[src/rtl/mips_pkg.sv]
// Shared constants and types for the MIPS-style pipeline slice.
package mips_pkg;

  localparam int BUS_WIDTH = 16;
  localparam int DEPTH     = 8;
  localparam int ADDR_SIZE = $clog2(DEPTH);
  localparam int CTRL_W    = 8;

  // Operand source, ordered from lowest to highest forwarding priority.
  typedef enum logic [1:0] {
    FWD_RF  = 2'd0,
    FWD_WB  = 2'd1,
    FWD_MEM = 2'd2,
    FWD_EX  = 2'd3
  } fwd_sel_t;

  // A later stage produces the value of src when it writes that register.
  function automatic logic wr_match(input logic                 en,
                                    input logic [ADDR_SIZE-1:0] wr_addr,
                                    input logic [ADDR_SIZE-1:0] src);
    return en && (wr_addr == src);
  endfunction

endpackage

[src/rtl/fwd_mux.sv]
// Per-operand forwarding select: EX > MEM > WB > register file.
// Purely combinational; one instance per source operand.
module fwd_mux
  import mips_pkg::*;
(
  input  logic [ADDR_SIZE-1:0] src,
  input  logic [BUS_WIDTH-1:0] rf_data,
  input  logic                 ex_wr_en,
  input  logic [ADDR_SIZE-1:0] ex_wr_addr,
  input  logic [BUS_WIDTH-1:0] ex_result,
  input  logic                 mem_wr_en,
  input  logic [ADDR_SIZE-1:0] mem_wr_addr,
  input  logic [BUS_WIDTH-1:0] mem_result,
  input  logic                 wb_wr_en,
  input  logic [ADDR_SIZE-1:0] wb_wr_addr,
  input  logic [BUS_WIDTH-1:0] wb_wr_data,
  output logic [BUS_WIDTH-1:0] data
);

  fwd_sel_t sel;

  // Pick the youngest in-flight producer of src, falling back to the RF.
  always_comb begin
    sel = FWD_RF;
    if (wr_match(ex_wr_en, ex_wr_addr, src))        sel = FWD_EX;
    else if (wr_match(mem_wr_en, mem_wr_addr, src)) sel = FWD_MEM;
    else if (wr_match(wb_wr_en, wb_wr_addr, src))   sel = FWD_WB;
  end

  // Steer the selected value onto the operand bus.
  always_comb begin
    case (sel)
      FWD_EX:  data = ex_result;
      FWD_MEM: data = mem_result;
      FWD_WB:  data = wb_wr_data;
      default: data = rf_data;
    endcase
  end

endmodule

[src/rtl/operand_fetch_stage.sv]
// ID->EX operand stage: RF read addressing, forwarding, load-use / WB
// hazard stalls and the ID/EX pipeline register.
// Build option: RF_WB_BYPASS_EN enables forwarding of the WB write data;
// without it a WB match on a used source stalls one cycle instead.
module operand_fetch_stage
  import mips_pkg::*;
(
  input  logic                 clk,
  input  logic                 rst,
  input  logic                 id_valid,
  input  logic [ADDR_SIZE-1:0] id_rs,
  input  logic [ADDR_SIZE-1:0] id_rt,
  input  logic                 id_rs_used,
  input  logic                 id_rt_used,
  input  logic [ADDR_SIZE-1:0] id_rd,
  input  logic [BUS_WIDTH-1:0] id_imm,
  input  logic [CTRL_W-1:0]    id_ctrl,
  output logic                 id_stall,
  output logic [ADDR_SIZE-1:0] rf_rd_addr_1,
  output logic [ADDR_SIZE-1:0] rf_rd_addr_2,
  input  logic [BUS_WIDTH-1:0] rf_rd_data_1,
  input  logic [BUS_WIDTH-1:0] rf_rd_data_2,
  input  logic                 ex_wr_en,
  input  logic [ADDR_SIZE-1:0] ex_wr_addr,
  input  logic [BUS_WIDTH-1:0] ex_result,
  input  logic                 ex_is_load,
  input  logic                 mem_wr_en,
  input  logic [ADDR_SIZE-1:0] mem_wr_addr,
  input  logic [BUS_WIDTH-1:0] mem_result,
  input  logic                 wb_wr_en,
  input  logic [ADDR_SIZE-1:0] wb_wr_addr,
  input  logic [BUS_WIDTH-1:0] wb_wr_data,
  input  logic                 ex_ready,
  input  logic                 flush,
  output logic                 ex_valid,
  output logic [BUS_WIDTH-1:0] ex_op_a,
  output logic [BUS_WIDTH-1:0] ex_op_b,
  output logic [BUS_WIDTH-1:0] ex_imm,
  output logic [ADDR_SIZE-1:0] ex_rd,
  output logic [CTRL_W-1:0]    ex_ctrl
);

  logic                 wb_fwd_en;
  logic [BUS_WIDTH-1:0] op_a_fwd, op_b_fwd;
  logic                 load_use, wb_hazard, hazard;

  logic                 ex_valid_q, ex_valid_d;
  logic [BUS_WIDTH-1:0] ex_op_a_q,  ex_op_a_d;
  logic [BUS_WIDTH-1:0] ex_op_b_q,  ex_op_b_d;
  logic [BUS_WIDTH-1:0] ex_imm_q,   ex_imm_d;
  logic [ADDR_SIZE-1:0] ex_rd_q,    ex_rd_d;
  logic [CTRL_W-1:0]    ex_ctrl_q,  ex_ctrl_d;

  assign rf_rd_addr_1 = id_rs;
  assign rf_rd_addr_2 = id_rt;

`ifdef RF_WB_BYPASS_EN
  assign wb_fwd_en = wb_wr_en;
`else
  // The RF only reflects a WB write after the edge, so WB is never a source.
  assign wb_fwd_en = 1'b0;
`endif

  fwd_mux u_fwd_rs (
    .src(id_rs), .rf_data(rf_rd_data_1),
    .ex_wr_en(ex_wr_en), .ex_wr_addr(ex_wr_addr), .ex_result(ex_result),
    .mem_wr_en(mem_wr_en), .mem_wr_addr(mem_wr_addr), .mem_result(mem_result),
    .wb_wr_en(wb_fwd_en), .wb_wr_addr(wb_wr_addr), .wb_wr_data(wb_wr_data),
    .data(op_a_fwd)
  );

  fwd_mux u_fwd_rt (
    .src(id_rt), .rf_data(rf_rd_data_2),
    .ex_wr_en(ex_wr_en), .ex_wr_addr(ex_wr_addr), .ex_result(ex_result),
    .mem_wr_en(mem_wr_en), .mem_wr_addr(mem_wr_addr), .mem_result(mem_result),
    .wb_wr_en(wb_fwd_en), .wb_wr_addr(wb_wr_addr), .wb_wr_data(wb_wr_data),
    .data(op_b_fwd)
  );

  // Hazard detection and the upstream hold request.
  always_comb begin
    load_use = id_valid && ex_wr_en && ex_is_load &&
               ((id_rs_used && (id_rs == ex_wr_addr)) ||
                (id_rt_used && (id_rt == ex_wr_addr)));
`ifdef RF_WB_BYPASS_EN
    wb_hazard = 1'b0;
`else
    wb_hazard = id_valid && wb_wr_en &&
                ((id_rs_used && (id_rs == wb_wr_addr)) ||
                 (id_rt_used && (id_rt == wb_wr_addr)));
`endif
    hazard   = load_use || wb_hazard;
    // Backpressure always holds; a flushed instruction never needs to wait.
    id_stall = !ex_ready || (!flush && hazard);
  end

  // ID/EX next state: hold on backpressure, bubble on flush/hazard, else capture.
  always_comb begin
    ex_valid_d = ex_valid_q;
    ex_op_a_d  = ex_op_a_q;
    ex_op_b_d  = ex_op_b_q;
    ex_imm_d   = ex_imm_q;
    ex_rd_d    = ex_rd_q;
    ex_ctrl_d  = ex_ctrl_q;
    if (ex_ready) begin
      if (flush || hazard) begin
        ex_valid_d = 1'b0;
      end else begin
        ex_valid_d = id_valid;
        ex_op_a_d  = op_a_fwd;
        ex_op_b_d  = op_b_fwd;
        ex_imm_d   = id_imm;
        ex_rd_d    = id_rd;
        ex_ctrl_d  = id_ctrl;
      end
    end
  end

  // ID/EX pipeline register with synchronous reset.
  always_ff @(posedge clk) begin
    if (rst) begin
      ex_valid_q <= 1'b0;
      ex_op_a_q  <= '0;
      ex_op_b_q  <= '0;
      ex_imm_q   <= '0;
      ex_rd_q    <= '0;
      ex_ctrl_q  <= '0;
    end else begin
      ex_valid_q <= ex_valid_d;
      ex_op_a_q  <= ex_op_a_d;
      ex_op_b_q  <= ex_op_b_d;
      ex_imm_q   <= ex_imm_d;
      ex_rd_q    <= ex_rd_d;
      ex_ctrl_q  <= ex_ctrl_d;
    end
  end

  assign ex_valid = ex_valid_q;
  assign ex_op_a  = ex_op_a_q;
  assign ex_op_b  = ex_op_b_q;
  assign ex_imm   = ex_imm_q;
  assign ex_rd    = ex_rd_q;
  assign ex_ctrl  = ex_ctrl_q;

endmodule

[config.mk]
export PLATFORM = sky130hd
export DESIGN_NAME = operand_fetch_stage
export DESIGN_NICKNAME = d
export VERILOG_FILES = /design/src/rtl/mips_pkg.sv /design/src/rtl/fwd_mux.sv /design/src/rtl/operand_fetch_stage.sv
export SDC_FILE = /design/constraint.sdc
export NUM_CORES = 1
export LEC_CHECK = 0
export ABC_AREA = 1
export CORE_ASPECT_RATIO = 0.9
export CORE_MARGIN = 2
export CORE_UTILIZATION = 43
export CTS_CLUSTER_SIZE = 8
export DETAILED_ROUTE_END_ITERATION = 8
export PLACE_DENSITY = 0.88
export SLEW_MARGIN = 15
export SYNTH_ARGS = -nofsm -noshare
export SYNTH_HDL_FRONTEND = slang
export SYNTH_SLANG_ARGS = --single-unit
[constraint.sdc]
create_clock -name clk -period 2.05 [get_ports clk]
set_input_delay 0.41 -clock clk [delete_from_list [all_inputs] [get_ports clk]]
set_output_delay 0.41 -clock clk [all_outputs]
set_load 0.02 [all_outputs]
# Word level (Yosys, flattened, before mapping)
# Cells that the tools add are included.
[op_classes]
eq_ne = 14
n_mux = 7
bitwise_logic = 1
reduce_logical = 22
[op_table]
columns = ["op", "count"]
rows = [
  ["16-bit case mux with 3 select lines", 2],
  ["3-bit == test", 8],
  ["1-bit logical AND", 14],
  ["2-bit == test, second input constant", 4],
  ["2-bit 2-to-1 mux", 4],
  ["1-bit logical OR", 5],
  ["2-bit by 1-bit == test with 1-bit output, second input constant", 2],
  ["1-bit logical NOT", 2],
  ["2-bit AND reduction", 1],
  ["1-bit 2-to-1 mux", 1],
  ["1-bit NOT", 1],
]
[totals]
ff_bits = 60
in_bits = 133
out_inout_bits = 67
elab_cells = 50

# Logic depth before layout (Yosys ltp)
[depth]
word_depth = 8
ltp_mapped = 13
ltp_nobuf = 11

# Cells and area by module
# From an unflattened synthesis, not the netlist that was laid out.
[hier_totals]
hier_cells = 972
area_unflattened_um2 = 5124.9
[modules_own_cells]
columns = ["mod", "n_inst", "cells_each", "area_each_um2", "seq_area_each_um2"]
rows = [
  ["operand_fetch_stage", 1, 580, 3375.7, 1201.2],
  ["fwd_mux", 2, 196, 874.6, 0.0],
]

# Worst setup path before layout
# Ideal clock, no wire load.
[synth_timing]
path_type = "input to output"
startpoint = "in id_rt[0]"
endpoint = "out id_stall"
arrival_ns = 1.357
required_time_ns = 1.640
slack_ns = 0.283
stages = 7
n_path_buf = 0
cell_sequence = "xnor2_1 -> nand4_1 -> nand2_1 -> nand2_1 -> nand2_1 -> inv_1 -> o21ai_0"
[synth_via]
elab_chain_cells = 7
elab_cells_between_ends = 11
classes_between = "eq/ne: 2; reduce/logical: 9"
[synth_lines]
columns = ["item", "line", "source"]
rows = [
  ["from (decl)", "operand_fetch_stage.sv:12", "input logic [ADDR_SIZE-1:0] id_rt,"],
  ["3-bit == test, on equally long branches", "operand_fetch_stage.sv:84, operand_fetch_stage.sv:90", ""],
  ["1-bit logical AND, on equally long branches", "operand_fetch_stage.sv:84, operand_fetch_stage.sv:90", ""],
  ["1-bit logical OR, on equally long branches", "operand_fetch_stage.sv:83, operand_fetch_stage.sv:89", ""],
  ["1-bit logical AND, on equally long branches", "operand_fetch_stage.sv:82, operand_fetch_stage.sv:88", ""],
  ["1-bit logical OR (*)", "operand_fetch_stage.sv:92", "hazard = load_use || wb_hazard;"],
  ["1-bit logical AND (*)", "operand_fetch_stage.sv:94", "id_stall = !ex_ready || (!flush && hazard);"],
  ["1-bit logical OR (*)", "operand_fetch_stage.sv:94", ""],
  ["to (decl)", "operand_fetch_stage.sv:18", "output logic id_stall,"],
]
# Mark *: on every way between the ends. The rest lies on a longest branch, timed or not.

# Final worst setup path
[layout_timing]
startpoint = "in id_rs[0]"
endpoint = "out id_stall"
[layout_via]
elab_chain_cells = 7
elab_cells_between_ends = 11
classes_between = "eq/ne: 2; reduce/logical: 9"
[layout_lines]
columns = ["item", "line", "source"]
rows = [
  ["from (decl)", "operand_fetch_stage.sv:11", "input logic [ADDR_SIZE-1:0] id_rs,"],
  ["3-bit == test, on equally long branches", "operand_fetch_stage.sv:83, operand_fetch_stage.sv:89", ""],
  ["1-bit logical AND, on equally long branches", "operand_fetch_stage.sv:83, operand_fetch_stage.sv:89", ""],
  ["1-bit logical OR, on equally long branches", "operand_fetch_stage.sv:83, operand_fetch_stage.sv:89", ""],
  ["1-bit logical AND, on equally long branches", "operand_fetch_stage.sv:82, operand_fetch_stage.sv:88", ""],
  ["1-bit logical OR (*)", "operand_fetch_stage.sv:92", ""],
  ["1-bit logical AND (*)", "operand_fetch_stage.sv:94", ""],
  ["1-bit logical OR (*)", "operand_fetch_stage.sv:94", ""],
]
# Marks and branches as above.

==> run summary <==
CTS tree: done
yosys warns: 0
port bufs: 183
nets: 951
clk sinks: 60
Residual DRC: 0
vias in the first global route: 4356
Reg clk slew, reported paths: 0.07 ns
Yosys top cell area share: 32.76%
die height: 91.60 um
initial DRC count: 223
ys async rst share: 0%
syn avg cell area: 5.847 sq um
vias per cell: 4.824
PnR worst setup slack: 0.08378 ns
clock skew: 0 ns
initial antenna violation count: 0
critical hold path startpoint: ex_valid$_SDFFE_PP0P_
Reg2Reg Depth: 4
largest net degree at the start of global routing: 60
Post-Syn Area: 3666 sq um
Final Hold Fails: 0
Hold/Removal Path Class: register to register
Yosys cell types: 19
final setup vio count: 0
area of the multi-input gates: 1918 sq um
top cells by area, synth: dfxtp_1, nand2_1, nand3_1
#FFs+latches synth: 60
Synth Area in Compound Gates: 0.7509%
FF/Latch Area: 1201 sq um
r2r startpoint: ex_imm[2]$_SDFFE_PP0P_
share of post-route cells with drive strength above 1: 11.91%
Adder-Cell Fraction of Synth Area: 0%
ant diodes: 0
syn nets: 760
clk buf depth: 2
critical path arrival: 1.56 ns
wire length on met2: 5910 um
CORE AREA: 8145 sq um
Starting Density: 45.01%
total chip power: 3.426 mW
worst skew pair latency: 0.33 ns
DR WL met3: 862 um
r2r setup slk: 1.36 ns
cell family with most CP delay: buffers and inverters
full die area: 9281 sq um
slowest CP cell: clkdlybuf4s15_1
Simple-Gate Fraction of Synth Area: 49.76%
most frequent cell after synthesis: nand2_1
WHS Path Cells: 2
critical path required time: 1.64 ns
slew margin rel.: 80.49%
WL final: 12200 um
FF-to-FF End: ex_imm[2]$_SDFFE_PP0P_
Cell Chain, Critical Path: clkdlybuf4s15_1 -> inv_2 -> nand2_1 -> nand2_1 -> nor2_1 -> nand2_1 -> nand2_1 -> nand2_1 -> nand2_1 -> inv_1 -> o21ai_1 -> buf_2
M1 wire length: 4988 um
Tot GR Track Use: 26.25%
synthesized instance count: 627
CP bufs+invs: 4
IO Count: 200
chip width: 101.3 um
first-pass GRT wire length: 19420 um
Leakage: 2.960 nW
post-cts hold buffer count: 0
RePlAce Congestion: 0.9224
WL per Instance: 13.24 um
worst slack at placement: -0.6060 ns
root buf cell: clkbuf_8
Area Growth Syn to Fin: 62.35%
drt pass-1 iters: 5
setup TNS: 0 ns
top sig layer: met4
CP Launch Type: input pin
Final Max Slew Viols: 0
Synth top cells by count: nand2_1, nor2_1, nand3_1
count of maximum capacitance violations: 0
power per cell area: 575.5 nW/um^2
mux cell area share after synthesis: 0%
Fillers: 648
CP max FO: 4
largest family of logic cells by synthesized area: simple AND/OR/NAND/NOR gates
xor-xnor portion of the synthesized cell area: 0.9556%
peak supply drop: 0.0003254 V
total grt overflow: 0
Final ANT Viol Nets: 0
Worst Tran Pin Value: 0.2917 ns
run status: completed
CP max stage delay: 0.29 ns
crit path time final: 1.966 ns
final clock period utilization by the worst path: 95.91%
FP Rows: 31
kind of critical path: input pin to output pin
Max Fclk: 0.5086 GHz
Post-synth EDFFs: 0
CP endpoint kind: output pin
H-tree Lvls: 3
largest area contributor in the netlist: dfxtp_1
register area share after synthesis: 32.76%
Via Count: 4448
most frequent CP cell: nand2_1
origin of the worst setup path: id_rs[0]
Synth Flop Type: dfxtp_1
DPL Wire Length: 9265 um
Worst Hold Path EP: ex_valid$_SDFFE_PP0P_
CTS buffer count: 9
tightest hold or removal path, delay by kind of cell (launching register included):
family          cells  cell delay [ns]
flops               1             0.32
simple gates        1             0.06
compound gates      1             0.06
metal layers:
metal,global-route usage (%),up-vias
met5,0,-
met4,12.50,0
met3,4.850,33
met2,45.20,184
met1,31.02,1967
li1,-,2264
cells in the final DEF (no fill, tap or decap), types with 2 or more instances in the layout:
| cell | n |
|---|---|
| clkdlybuf4s50_1 | 168 |
| nand2_1 | 159 |
| nor2_1 | 129 |
| nand3_1 | 96 |
| inv_1 | 87 |
| dfxtp_1 | 60 |
| or2_2 | 32 |
| buf_4 | 30 |
| dlygate4sd2_1 | 13 |
| clkbuf_8 | 9 |
| inv_2 | 7 |
| buf_12 | 6 |
| nand4_1 | 5 |
| xnor2_2 | 2 |
| o21ai_1 | 2 |
| xnor2_1 | 2 |
| nand3_2 | 2 |
| a21oi_1 | 2 |
| clkinvlp_4 | 2 |
| clkinv_4 | 2 |
per-stage QoR:
| stage | instance area [sq um] | hold WS, ns | std cells | utilization [%] |
|---|---|---|---|---|
| after floorplan | 3666 | 0.4791 | 627 | - |
| after global placement | 5754 | 0.4578 | 906 | 70.65 |
| after detailed placement | 5754 | 0.4588 | 906 | 70.65 |
| after CTS | 5936 | 0.4746 | 922 | 72.87 |
| after global routing | 5952 | 0.5043 | 922 | 73.07 |
| final | 5952 | 0.4776 | 922 | 73.07 |
final cells by class:
| class | count | area share (%) |
|---|---|---|
| Inverter | 94 | 5.928 |
| Tap cell | 99 | 2.081 |
| Sequential cell | 60 | 20.18 |
| Clock buffer | 9 | 2.081 |
| Timing Repair Buffer | 219 | 36.22 |
| Multi-Input combinational cell | 434 | 32.23 |
| Clock inverter | 7 | 1.282 |
state kept, by name, summed over array words and instances (netlist names):
signal	cells
ex_imm	16
ex_op_a	16
ex_op_b	16
ex_ctrl	8
ex_rd	3
ex_valid	1
repair_timing:
action                                  4_1_cts  5_1_grt
cloned                                        0        0
endpoints found under the setup margin        6        1
resized for setup                            21        4
buffers inserted                              0        0
pin swaps                                     2        0
power by group:
| group | total (mW) | internal (mW) | switching [mW] |
|---|---|---|---|
| Combinational | 1.05 | 0.538 | 0.515 |
| Clock | 1.08 | 0.567 | 0.510 |
| Sequential | 1.30 | 1.25 | 0.0436 |
worst max path at each step:
stage,to,slack (ns),depth (start not counted)
after detailed placement,id_stall,-0.61,12
final,id_stall,0.08,12
after floorplan,id_stall,0.28,7
after global routing,id_stall,-0.007,12
after global placement,id_stall,-0.58,12
after CTS,id_stall,0.07,9
cell families after synthesis:
kind of cell    count (synthesis)
flops                          60
simple gates                  425
xor+xnor                        4
compound gates                  5
buf+inv                       133
(Power assumes the default switching activity.)
